[src/rtl/modbus_rtu_pkg.sv]
// Shared types, constants and timing helpers for the Modbus RTU frame receiver.
package modbus_rtu_pkg;

  typedef enum logic [2:0] {
    ST_INIT  = 3'd0,
    ST_IDLE  = 3'd1,
    ST_RECV  = 3'd2,
    ST_CHECK = 3'd3,
    ST_HOLD  = 3'd4
  } rx_state_e;

  localparam int ERR_CRC   = 0;
  localparam int ERR_SHORT = 1;
  localparam int ERR_OVF   = 2;
  localparam int ERR_GAP   = 3;

  localparam logic [15:0] CRC_INIT = 16'hFFFF;
  localparam logic [15:0] CRC_POLY = 16'hA001;

  // Above 19200 baud the Modbus inter-character times are fixed at 750 us / 1750 us.
  function automatic int calc_t15(input longint clk_freq, input longint baud_rate);
    if (baud_rate > 19200) return int'(clk_freq * 750 / 1000000);
    return int'(clk_freq * 33 / (2 * baud_rate));
  endfunction

  function automatic int calc_t35(input longint clk_freq, input longint baud_rate);
    if (baud_rate > 19200) return int'(clk_freq * 1750 / 1000000);
    return int'(clk_freq * 77 / (2 * baud_rate));
  endfunction

endpackage

[src/rtl/modbus_crc16_byte.sv]
// Bit-serial Modbus CRC-16: one byte absorbed per start pulse, eight cycles per byte.
module modbus_crc16_byte
  import modbus_rtu_pkg::*;
(
  input  logic        clk_in,
  input  logic        rst_in,
  input  logic        clear,
  input  logic        start,
  input  logic [7:0]  data,
  output logic        busy,
  output logic [15:0] crc
);

  logic [7:0] shift_q;
  logic [3:0] bit_cnt;
  logic       feedback;

  assign feedback = crc[0] ^ shift_q[0];
  assign busy     = (bit_cnt != 4'd0);

  // clear together with start seeds the register before the first bit is processed.
  always_ff @(posedge clk_in) begin
    if (rst_in) begin
      crc     <= CRC_INIT;
      shift_q <= 8'h00;
      bit_cnt <= 4'd0;
    end else if (start) begin
      shift_q <= data;
      bit_cnt <= 4'd8;
      if (clear) crc <= CRC_INIT;
    end else if (clear) begin
      crc <= CRC_INIT;
    end else if (busy) begin
      crc     <= (crc >> 1) ^ (feedback ? CRC_POLY : 16'h0000);
      shift_q <= shift_q >> 1;
      bit_cnt <= bit_cnt - 4'd1;
    end
  end

endmodule

[src/rtl/modbus_rtu_frame_rx.sv]
// Modbus RTU frame receiver: silence-delimited framing, address filter, CRC check,
// frame held in a small RAM for the host until acknowledged.
module modbus_rtu_frame_rx
  import modbus_rtu_pkg::*;
#(
  parameter int CLK_FREQ  = 50000000,
  parameter int BAUD_RATE = 115200,
  parameter int MAX_BYTES = 16,
  parameter int BCAST_EN  = 1,
  localparam int LW = $clog2(MAX_BYTES + 1),
  localparam int AW = $clog2(MAX_BYTES)
) (
  input  logic          clk_in,
  input  logic          rst_in,
  input  logic [7:0]    dev_addr,
  input  logic          rx_valid,
  input  logic [7:0]    rx_data,
  output logic          frame_valid,
  input  logic          frame_ack,
  output logic [LW-1:0] frame_len,
  output logic          frame_ok,
  output logic [3:0]    frame_err,
  output logic          broadcast,
  input  logic [AW-1:0] rd_addr,
  output logic [7:0]    rd_data,
  output logic [2:0]    dbg_state
);

  localparam int T15 = calc_t15(CLK_FREQ, BAUD_RATE);
  localparam int T35 = calc_t35(CLK_FREQ, BAUD_RATE);
  localparam int TW  = $clog2(T35 + 1);
  localparam logic [TW-1:0] T15_C = TW'(T15);
  localparam logic [TW-1:0] T35_C = TW'(T35);

  rx_state_e     state, next_state;
  logic [TW-1:0] timer;
  logic [LW-1:0] count;
  logic [7:0]    addr_byte;
  logic          err_gap, err_ovf;
  logic          wr_en, crc_start, crc_clear, crc_busy;
  logic [AW-1:0] wr_addr;
  logic [15:0]   crc;
  logic          addr_match, room;
  logic [7:0]    mem [2**AW];

  assign addr_match = (addr_byte == dev_addr) || ((BCAST_EN != 0) && (addr_byte == 8'h00));
  assign room       = (count < LW'(MAX_BYTES));

  // Line silence timer: any received byte restarts it regardless of state.
  always_ff @(posedge clk_in) begin
    if (rst_in)             timer <= '0;
    else if (rx_valid)      timer <= '0;
    else if (timer != T35_C) timer <= timer + 1'b1;
  end

  always_ff @(posedge clk_in) begin
    if (rst_in) state <= ST_INIT;
    else        state <= next_state;
  end

  always_comb begin
    next_state = state;
    wr_en      = 1'b0;
    crc_start  = 1'b0;
    crc_clear  = 1'b0;
    wr_addr    = count[AW-1:0];
    case (state)
      ST_INIT:  if (timer == T35_C) next_state = ST_IDLE;
      ST_IDLE: begin
        wr_addr = '0;
        if (rx_valid) begin
          wr_en      = 1'b1;
          crc_clear  = 1'b1;
          crc_start  = 1'b1;
          next_state = ST_RECV;
        end
      end
      ST_RECV: begin
        // UART byte spacing is far longer than the eight-cycle CRC step.
        if (rx_valid) begin
          wr_en     = room;
          crc_start = room;
        end else if (timer == T35_C) begin
          next_state = ST_CHECK;
        end
      end
      ST_CHECK: if (!crc_busy) next_state = addr_match ? ST_HOLD : ST_INIT;
      ST_HOLD:  if (frame_ack) next_state = ST_INIT;
      default:  next_state = ST_INIT;
    endcase
  end

  always_ff @(posedge clk_in) begin
    if (rst_in) begin
      count     <= '0;
      addr_byte <= 8'h00;
      err_gap   <= 1'b0;
      err_ovf   <= 1'b0;
      frame_err <= 4'h0;
      broadcast <= 1'b0;
    end else begin
      case (state)
        ST_IDLE: if (rx_valid) begin
          count     <= LW'(1);
          addr_byte <= rx_data;
          err_gap   <= 1'b0;
          err_ovf   <= 1'b0;
        end
        ST_RECV: if (rx_valid) begin
          if (timer > T15_C) err_gap <= 1'b1;
          if (room) count   <= count + 1'b1;
          else      err_ovf <= 1'b1;
        end
        ST_CHECK: if (!crc_busy && addr_match) begin
          frame_err[ERR_GAP]   <= err_gap;
          frame_err[ERR_OVF]   <= err_ovf;
          frame_err[ERR_SHORT] <= (count < LW'(4));
          frame_err[ERR_CRC]   <= !err_ovf && (crc != 16'h0000);
          broadcast            <= (addr_byte == 8'h00);
        end
        default: ;
      endcase
      if (state != ST_INIT && next_state == ST_INIT) begin
        count     <= '0;
        frame_err <= 4'h0;
        broadcast <= 1'b0;
      end
    end
  end

  modbus_crc16_byte u_crc (
    .clk_in (clk_in),
    .rst_in (rst_in),
    .clear  (crc_clear),
    .start  (crc_start),
    .data   (rx_data),
    .busy   (crc_busy),
    .crc    (crc)
  );

  always_ff @(posedge clk_in) begin
    if (wr_en) mem[wr_addr] <= rx_data;
  end

  always_ff @(posedge clk_in) begin
    if (rst_in) rd_data <= 8'h00;
    else        rd_data <= mem[rd_addr];
  end

  assign frame_valid = (state == ST_HOLD);
  assign frame_ok    = (state == ST_HOLD) && (frame_err == 4'h0);
  assign frame_len   = count;
  assign dbg_state   = state;

endmodule

[config.mk]
export PLATFORM = sky130hd
export DESIGN_NAME = modbus_rtu_frame_rx
export DESIGN_NICKNAME = d
export VERILOG_FILES = /design/src/rtl/modbus_rtu_pkg.sv /design/src/rtl/modbus_crc16_byte.sv /design/src/rtl/modbus_rtu_frame_rx.sv
export SDC_FILE = /design/constraint.sdc
export NUM_CORES = 1
export LEC_CHECK = 0
export ABC_AREA = 1
export BUFFER_PORTS_ARGS = -buffer_cell sky130_fd_sc_hd__clkbuf_2
export CORE_MARGIN = 2
export CORE_UTILIZATION = 65
export CTS_BUF_LIST = sky130_fd_sc_hd__clkbuf_16
export CTS_CLUSTER_SIZE = 30
export DETAILED_ROUTE_END_ITERATION = 8
export MAX_ROUTING_LAYER = met4
export PLACE_DENSITY = 0.94
export SLEW_MARGIN = 20
export SYNTH_ARGS = -nofsm -noshare
export SYNTH_HDL_FRONTEND = slang
export SYNTH_SLANG_ARGS = --single-unit
[constraint.sdc]
create_clock -name clk_in -period 4.15 [get_ports clk_in]
set_input_delay 0.2075 -clock clk_in [delete_from_list [all_inputs] [get_ports clk_in]]
set_output_delay 0.2075 -clock clk_in [all_outputs]
set_load 0.05 [all_outputs]
---- Word level (Yosys, flattened, before mapping) ----
Memory sizes are Yosys's and may differ from the RTL's. A register that Yosys moved wholly into a read port is not among the register bits.
Cells that the tools add are included.
cells by class
  add/subtract/negate cells ............... 3
  $lt $le $gt $ge ......................... 3
  eq/ne operators ......................... 14
  mux-type cells .......................... 37
  bitwise logic cells ..................... 3
  reductions and logical operators ........ 28
operator list
  kind                                                                    number
  16-bit 2-to-1 mux                                                       5
  8-bit 2-to-1 mux                                                        3
  3-bit 2-to-1 mux                                                        7
  17-bit by 1-bit adder with 17-bit output, second input constant         1
  17-bit == test, second input constant                                   1
  17-bit by 16-bit > comparator with 1-bit output, second input constant  1
  17-bit != test, second input constant                                   1
  4-bit 2-to-1 mux                                                        4
  16-bit nonzero test                                                     1
  15-bit by 16-bit bitwise XOR with 16-bit output                         1
  5-bit 2-to-1 mux                                                        3
  3-bit one-hot mux with 5 select lines                                   1
  2-bit != test, second input constant                                    6
  4-bit AND reduction                                                     3
  1-bit 2-to-1 mux                                                        10
  5-bit one-hot mux with 2 select lines                                   1
  2-bit AND reduction                                                     5
  8-bit == test                                                           1
  8-bit logical NOT                                                       1
  3-bit by 2-bit == test with 1-bit output, second input constant         2
  3-bit logical NOT                                                       2
  1-bit one-hot mux with 2 select lines                                   3
  2-bit nonzero test                                                      3
  2-bit OR reduction                                                      3
  other kinds (15)                                                        19
storage, ports and cells
  register bits after elaboration ......... 68
  memory bits (writable) .................. 128
  input bits .............................. 24
  output and inout bits ................... 23
  word-level logic and storage cells ...... 101
  memories kept ........................... 1
memory list
  memory  depth  bits a word  rd ports  clocked after memory_dff  wr ports  line                       text
  mem     16     8            1         1                         1         modbus_rtu_frame_rx.sv:44  logic [7:0] mem [2**AW];

---- Depth between registers and ports, before layout ----
Gate-level depths: netlist of the first run.
  depth after elaboration ................. 8
  depth in mapped cells ................... 12
  mapped depth without buffers ............ 12

---- Modules after synthesis ----
Synthesis of the first run repeated with hierarchy kept, for this count alone.
second synthesis, totals
  cells, all modules ...................... 912
  area total of the unflattened synthesis .. 8842.2 sq um
by module, submodules not included
  module               times used  cells each  area each (sq um)  sequential area each (sq um)
  modbus_rtu_frame_rx  1           737         7549.7             4804.6
  modbus_crc16_byte    1           175         1292.5             560.5

---- Worst setup path before layout of the first run ----
Ideal clock, no wire load.
  kind .................................... flip-flop to flip-flop
  from .................................... register state[1] (netlist: dbg_state[1])
  to ...................................... memory mem[12][0], enable pin
  library setup time ...................... 0.383 ns
  arrival time ............................ 2.001 ns
  required time ........................... 3.767 ns
  path slack .............................. 1.766 ns
  stages on the path, launching flop included .. 8
  path through ............................ dfxtp_1 nand3_2 inv_2 nand2_4 nand2_4 buf_4 nand2_1 nor3_1
on the way
  longest elaborated chain between the ends .. 4
ends and longest elaborated chain
  what                                                                                                         line                        text
  start, declared                                                                                              modbus_rtu_frame_rx.sv:35   rx_state_e state, next_state;
  start signal, assigned                                                                                       modbus_rtu_frame_rx.sv:58   else state <= next_state;
  3-bit by 2-bit == test with 1-bit output / 3-bit by 1-bit == test with 1-bit output (equally long branches)  modbus_rtu_frame_rx.sv:67   case (state)
  1-bit one-hot mux with 2 select lines                                                                        modbus_rtu_frame_rx.sv:67
  1-bit 2-to-1 mux                                                                                             modbus_rtu_frame_rx.sv:142  if (wr_en) mem[wr_addr] <= rx_data;
  1-bit 2-to-1 mux (implied by the code)                                                                       modbus_rtu_frame_rx.sv:142
  end, declared                                                                                                modbus_rtu_frame_rx.sv:44
Several ways; a longest one is shown, not always the timed one.

---- Worst setup path in the final report of the first run ----
  from .................................... register state[2] (netlist: dbg_state[2])
  to ...................................... memory mem[14][5], enable pin
Same word-level chain as after synthesis.

==> impl_metrics.tcl, run 1 <==
set metrics [dict create \
    final_cell_mix "nand2_1, nor2_1, edfxtp_1, o21ai_0, inv_1" \
    relSlewSlack 0.319 \
    cp.arrival_ns 3.01 \
    path_max_fanout 23 \
    hold_viol 0 \
    avgViaCountPerCell 6.01 \
    cts.sinks 204 \
    fin_crit_ns 2.88 \
    fin_crit_sh 0.695 \
    syn_area_per_cell_um2 9.72 \
    rsz0062_at_grt "false" \
    area_growth_pct 11.3 \
    wl_met1_mm 7.85 \
    yosysWarnings 0 \
    async_flop_share 0 \
    tightestPinTransition_ns 1.01 \
    synth_top_area_frac 0.440 \
    synth_cells 898 \
    ys_types 44 \
    start_kind "register" \
    dieArea_um2 14400 \
    grt_overflow 0 \
    fin_cells 1126 \
    dr.max_layer_used "met4" \
    nets 963 \
    finish.utilization 0.736 \
    drt_iter0_markers 930 \
    num_io_pins 47 \
    fp.coreArea_um2 13200 \
    numCtsBuffers 21 \
    cts_resized 0 \
    setup_violations 0 \
    dr_wl_met3_mm 1.82 \
    htree_levels 1 \
    yosys-top-cells-area "edfxtp_1, dfxtp_1, nand2_1" \
    nFillCells 861 \
    status "completed" \
    hold_buffers 0 \
    cpPeakStageDelay_ns 0.62 \
    dp.cells 1088 \
    drt_wl_total_mm 20.2 \
    maxSlewViolCount 0 \
    cellPowerDensity_nw_per_um2 480 \
    diodes 0 \
    cts_tree "done" \
    netlist_area_um2 8730 \
    grt_pass1_wl_mm 31.8 \
    fin_setup_tns_ns 0 \
    crit_top_cell "nor2_1" \
    core.rowCount 42 \
    seq_area_frac_synth 0.615 \
    hp-class "input port to register" \
    crit_chain "nor2_2 -> nand3_2 -> nand2_4 -> inv_1 -> nor2_1 -> nand3_1 -> nor2_1" \
    fmax_mhz 347 \
    wl_met2_mm 9.73 \
    power.leakage_nw 3.68 \
    crit_buf_inv 1 \
    grt_max_degree 66 \
    initial_core_util 0.662 \
    pre_cts_ws_ns 1.41 \
    drive_above_1_share 0.116 \
    worstSetupPathType "register to register" \
    synth_ff_type "edfxtp_1" \
    fin_ws_ns 1.27 \
    grt_usage 0.290 \
    cp.required_ns 4.27 \
    drt_first_pass_iters 6 \
    grt_pass1_vias 6467 \
    vias 6766 \
    detail-route-antenna-nets 0 \
    clk_latency_ns 0.50 \
    cts_setup_buffers 0 \
    synth-edff-count 128 \
    slowest_stage "nor2_1" \
    die_y_um 120 \
    die_w_um 120 \
    synth_area_leader_cell "edfxtp_1" \
    place_hpwl_mm 12.5 \
    drc_errors 0 \
    clock_skew_ns 0.0151 \
    critPathTopFamily "simple AND/OR/NAND/NOR gates" \
    final_common_cell "nand2_1" \
    cts_root_buf "clkbuf_16" \
    finalWeightedCongestion 0.929 \
    io_buffers 46 \
    worstSetupEndpointType "register" \
    clockBufferDepth 3 \
    wl_per_cell_um 17.9 \
    ir_drop_mv 0.445 \
    syn-num-nets 926 \
    yosys_register_bits 204 \
    power_mw 4.66 \
    max_cap_viol_count 0 \
    clk_pin_slew_ns 0.06 \
    antenna_found_initial 0 \
]
## final cells by class
cell class	instances	area, um2	area share
clock buffer	21	526	0.0541
tap	176	220	0.0227
sequential	204	5370	0.552
multi-input combinational	570	2850	0.293
clock inverter	17	164	0.0169
inverter	89	337	0.0346
timing repair buffer	49	253	0.0260
## flip-flops by register name, indices dropped and copies added, names as in the netlist
name and flops:
mem 128, timer 17, u_crc.crc 16, addr_byte 8, rd_data 8, u_crc.shift_q 8, frame_len 5, frame_err 4
u_crc.bit_cnt 4, dbg_state 3, broadcast 1, err_gap 1, err_ovf 1
## worst register-to-register path: stages, from the launching register on
cell     delay [ns]
dfxtp_1        0.34
nor2_2         0.16
nand3_2        0.38
nand2_4        0.46
inv_1          0.18
nor2_1         0.17
nand3_1        0.20
nor2_1         0.62
## cell usage after synthesis (3+ instances only)
master    count
o221ai_1      8
o21ai_2       3
buf_4         5
nor2_1      129
a21oi_1      48
o211ai_2      4
xnor2_1       7
nand2_1     141
inv_1        84
o211ai_1     27
o21ai_1       4
nor4_1        3
edfxtp_1    128
o21ai_0     102
nand3_1      33
nand4_1       6
o22ai_1       8
nand2_2       4
a211oi_1      4
inv_2         4
dfxtp_1      76
buf_2         9
ha_1          4
nor3_1       11
nor2_2        4
clkbuf_1     18
## where the power goes
part	internal, mW	switching, mW	total [mW]
sequential	2.21	0.0386	2.25
clock	1.11	0.763	1.88
combinational	0.161	0.376	0.537
## stage by stage
step | cell area, um2 | hold WS [ns]
finish | 9710 | 0.0704
detailed placement | 9020 | 0.463
global route | 9710 | 0.0883
CTS | 9710 | 0.0631
global placement | 9020 | 0.449
floorplan | 8730 | 0.286
## path summary, 6_finish.rpt
kind	from	end	slack, ns	cells after the start
worst min-delay path	rx_valid	err_ovf	0.07	3
worst min register to register	u_crc.shift_q[7]	u_crc.shift_q[7]	0.48	2
worst max-delay path	dbg_state[2]	mem[14][5]	1.27	7
worst max register to register	dbg_state[2]	mem[14][5]	1.27	7
## layer usage
layer | vias to the layer above | track usage
li1 | 3159 | -
met1 | 3131 | 0.365
met2 | 395 | 0.473
met3 | 81 | 0.0485
met4 | 0 | 0.116
met5 | - | -
## cell families (layout without fill, tap and decap cells)
group                      after synthesis  count (layout)  share of synthesized area
and+or+nand+nor                        345             345                      0.170
muxes                                    1               1                    0.00115
AOI/OAI and AO/OA                      212             212                      0.141
xor gates and xnor gates                 8               8                    0.00803
adders and majority gates                4               4                    0.00573
buffers and inverters                  124             176                     0.0588
DFF                                    204             204                      0.615
Power figures use the tool's default switching activity.
==> inputs of run 2 (changes only) <==
--- a/config.mk
+++ b/config.mk
@@ -8,12 +8,12 @@
 export ABC_AREA = 1
 export BUFFER_PORTS_ARGS = -buffer_cell sky130_fd_sc_hd__clkbuf_2
 export CORE_MARGIN = 2
-export CORE_UTILIZATION = 65
+export CORE_UTILIZATION = 55
 export CTS_BUF_LIST = sky130_fd_sc_hd__clkbuf_16
 export CTS_CLUSTER_SIZE = 30
 export DETAILED_ROUTE_END_ITERATION = 8
 export MAX_ROUTING_LAYER = met4
-export PLACE_DENSITY = 0.94
+export PLACE_DENSITY = 0.86
 export SLEW_MARGIN = 20
 export SYNTH_ARGS = -nofsm -noshare
 export SYNTH_HDL_FRONTEND = slang
==> constraint.sdc (replaced) <==
create_clock -name clk_in -period 2.3 [get_ports clk_in]
set_input_delay 0.115 -clock clk_in [delete_from_list [all_inputs] [get_ports clk_in]]
set_output_delay 0.115 -clock clk_in [all_outputs]
set_load 0.05 [all_outputs]
==> impl_metrics.tcl, run 2 (synthesis gave the netlist of run 1 again) <==
set metrics [dict create \
    met1_usage 0.314 \
    drt_iter0_markers 665 \
    cts_root_buf "clkbuf_16" \
    cp.required_ns 2.49 \
    vias 6640 \
    cts_tree "done" \
    io_buffers 46 \
    numCtsBuffers 21 \
    detail-route-antenna-nets 0 \
    diodes 0 \
    die_w_um 130 \
    slowest_stage "dfxtp_1" \
    fin_cells 1189 \
    clock_skew_ns 0.00868 \
    hp-class "input port to register" \
    antenna_found_initial 0 \
    dp.cells 1151 \
    max_cap_viol_count 0 \
    status "completed" \
    hold_viol 0 \
    worstSetupPathType "register to register" \
    path_max_fanout 10 \
    largest_register "mem" \
    fin_crit_sh 0.919 \
    dieArea_um2 16900 \
    htree_levels 1 \
    cellPowerDensity_nw_per_um2 855 \
    crit_chain "nand3_2 -> inv_2 -> nand2_4 -> nand2_4 -> inv_1 -> nor2_1 -> nand3_1 -> nor2_1 -> buf_4" \
    gr-usage-met3 0.0373 \
    clk_pin_slew_ns 0.06 \
    die_y_um 130 \
    grt_pass1_wl_mm 31.5 \
    initial_core_util 0.556 \
    clk_latency_ns 0.49 \
    regArea_um2 5370 \
    ir_drop_mv 0.519 \
    area_growth_pct 14.2 \
    start_kind "register" \
    cts_setup_buffers 0 \
    grt_pass1_vias 6417 \
    cpPeakStageDelay_ns 0.43 \
    multi_input_area_um2 2860 \
    fmax_mhz 473 \
    grt_overflow 0 \
    crit_buf_inv 3 \
    fp.coreArea_um2 15700 \
    grt-busiest-layer "met2" \
    drt_wl_total_mm 19.6 \
    fin_crit_ns 2.11 \
    power.leakage_nw 3.82 \
    maxSlewViolCount 0 \
    drc_errors 0 \
    stdcell_area_um2 9970 \
    grt_usage 0.246 \
    fin_setup_tns_ns 0 \
    clockBufferDepth 3 \
    use_met2 0.401 \
    final_cell_mix "nand2_1, nor2_1, edfxtp_1, o21ai_0, inv_1" \
    num_io_pins 47 \
    setup_violations 0 \
    top_regs "mem (128), timer (17), u_crc.crc (16)" \
    tightestPinTransition_ns 0.611 \
    nets 987 \
    drt_first_pass_iters 5 \
    drive_above_1_share 0.137 \
    core.rowCount 46 \
    cts.sinks 204 \
    largest_register_ffs 128 \
    grt_max_degree 65 \
    finalWeightedCongestion 0.886 \
    rsz0062_at_grt "false" \
    wl_per_cell_um 16.5 \
    nFillCells 1191 \
    critPathTopFamily "simple AND/OR/NAND/NOR gates" \
    cp.arrival_ns 2.31 \
    dpl-instance-area_um2 9250 \
    worstSetupEndpointType "register" \
    place_hpwl_mm 12.3 \
    cts_resized 0 \
    relSlewSlack 0.593 \
    avgViaCountPerCell 5.58 \
    final_common_cell "nand2_1" \
]
## run 2: final timing paths
| kind | start | end | slack [ns] | cells past startpoint |
|---|---|---|---|---|
| min reg2reg | err_gap | err_gap | 0.47 | 2 |
| max reg2reg | dbg_state[1] | mem[2][4] | 0.19 | 9 |
| max | dbg_state[1] | mem[2][4] | 0.19 | 9 |
| min | rst_in | dbg_state[0] | 0.05 | 2 |
## run 2: metal layers
layer | vias up | share of wire
met1 | 3067 | 0.42
met2 | 324 | 0.47
met3 | 46 | 0.082
li1 | 3203 | -
met4 | 0 | 0.031
met5 | - | 0
## run 2: what timing repair did
item	4_1_cts	5_1_grt
endpoints found under the setup margin	0	0
hold endpoints to repair	1	0
hold buffers	1	0
## run 2: layout make-up
type | count | share of cell area
repair buffers | 73 | 0.0437
well taps | 216 | 0.0271
clock inverters | 16 | 0.0183
clock buffers | 21 | 0.0527
inverters | 89 | 0.0338
flip-flops and latches | 204 | 0.538
multi-input cells | 570 | 0.286
## run 2: worst reg2reg max path: stages (launching register included)
cell and delay (ns):
dfxtp_1 0.43, nand3_2 0.17, inv_2 0.12, nand2_4 0.06
nand2_4 0.13, inv_1 0.11, nor2_1 0.18, nand3_1 0.25
nor2_1 0.18, buf_4 0.19
## run 2: report_power, final
group,internal (mW),switching [mW],leakage (nW)
clock network,2.11,1.37,0.362
registers,3.99,0.0711,1.77
logic,0.301,0.681,1.69
total,6.40,2.12,3.82
## run 2: through the flow
stage	power, mW	utilization	setup slack, ns	hold slack [ns]
6_report	8.53	0.635	0.186	0.0522
3_5_place_dp	5.08	0.589	0.284	0.456
3_3_place_gp	5.05	0.589	0.369	0.447
5_1_grt	8.80	0.635	0.0493	0.0752
2_1_floorplan	4.89	-	0.0543	0.193
4_1_cts	8.54	0.635	0.251	0.0328
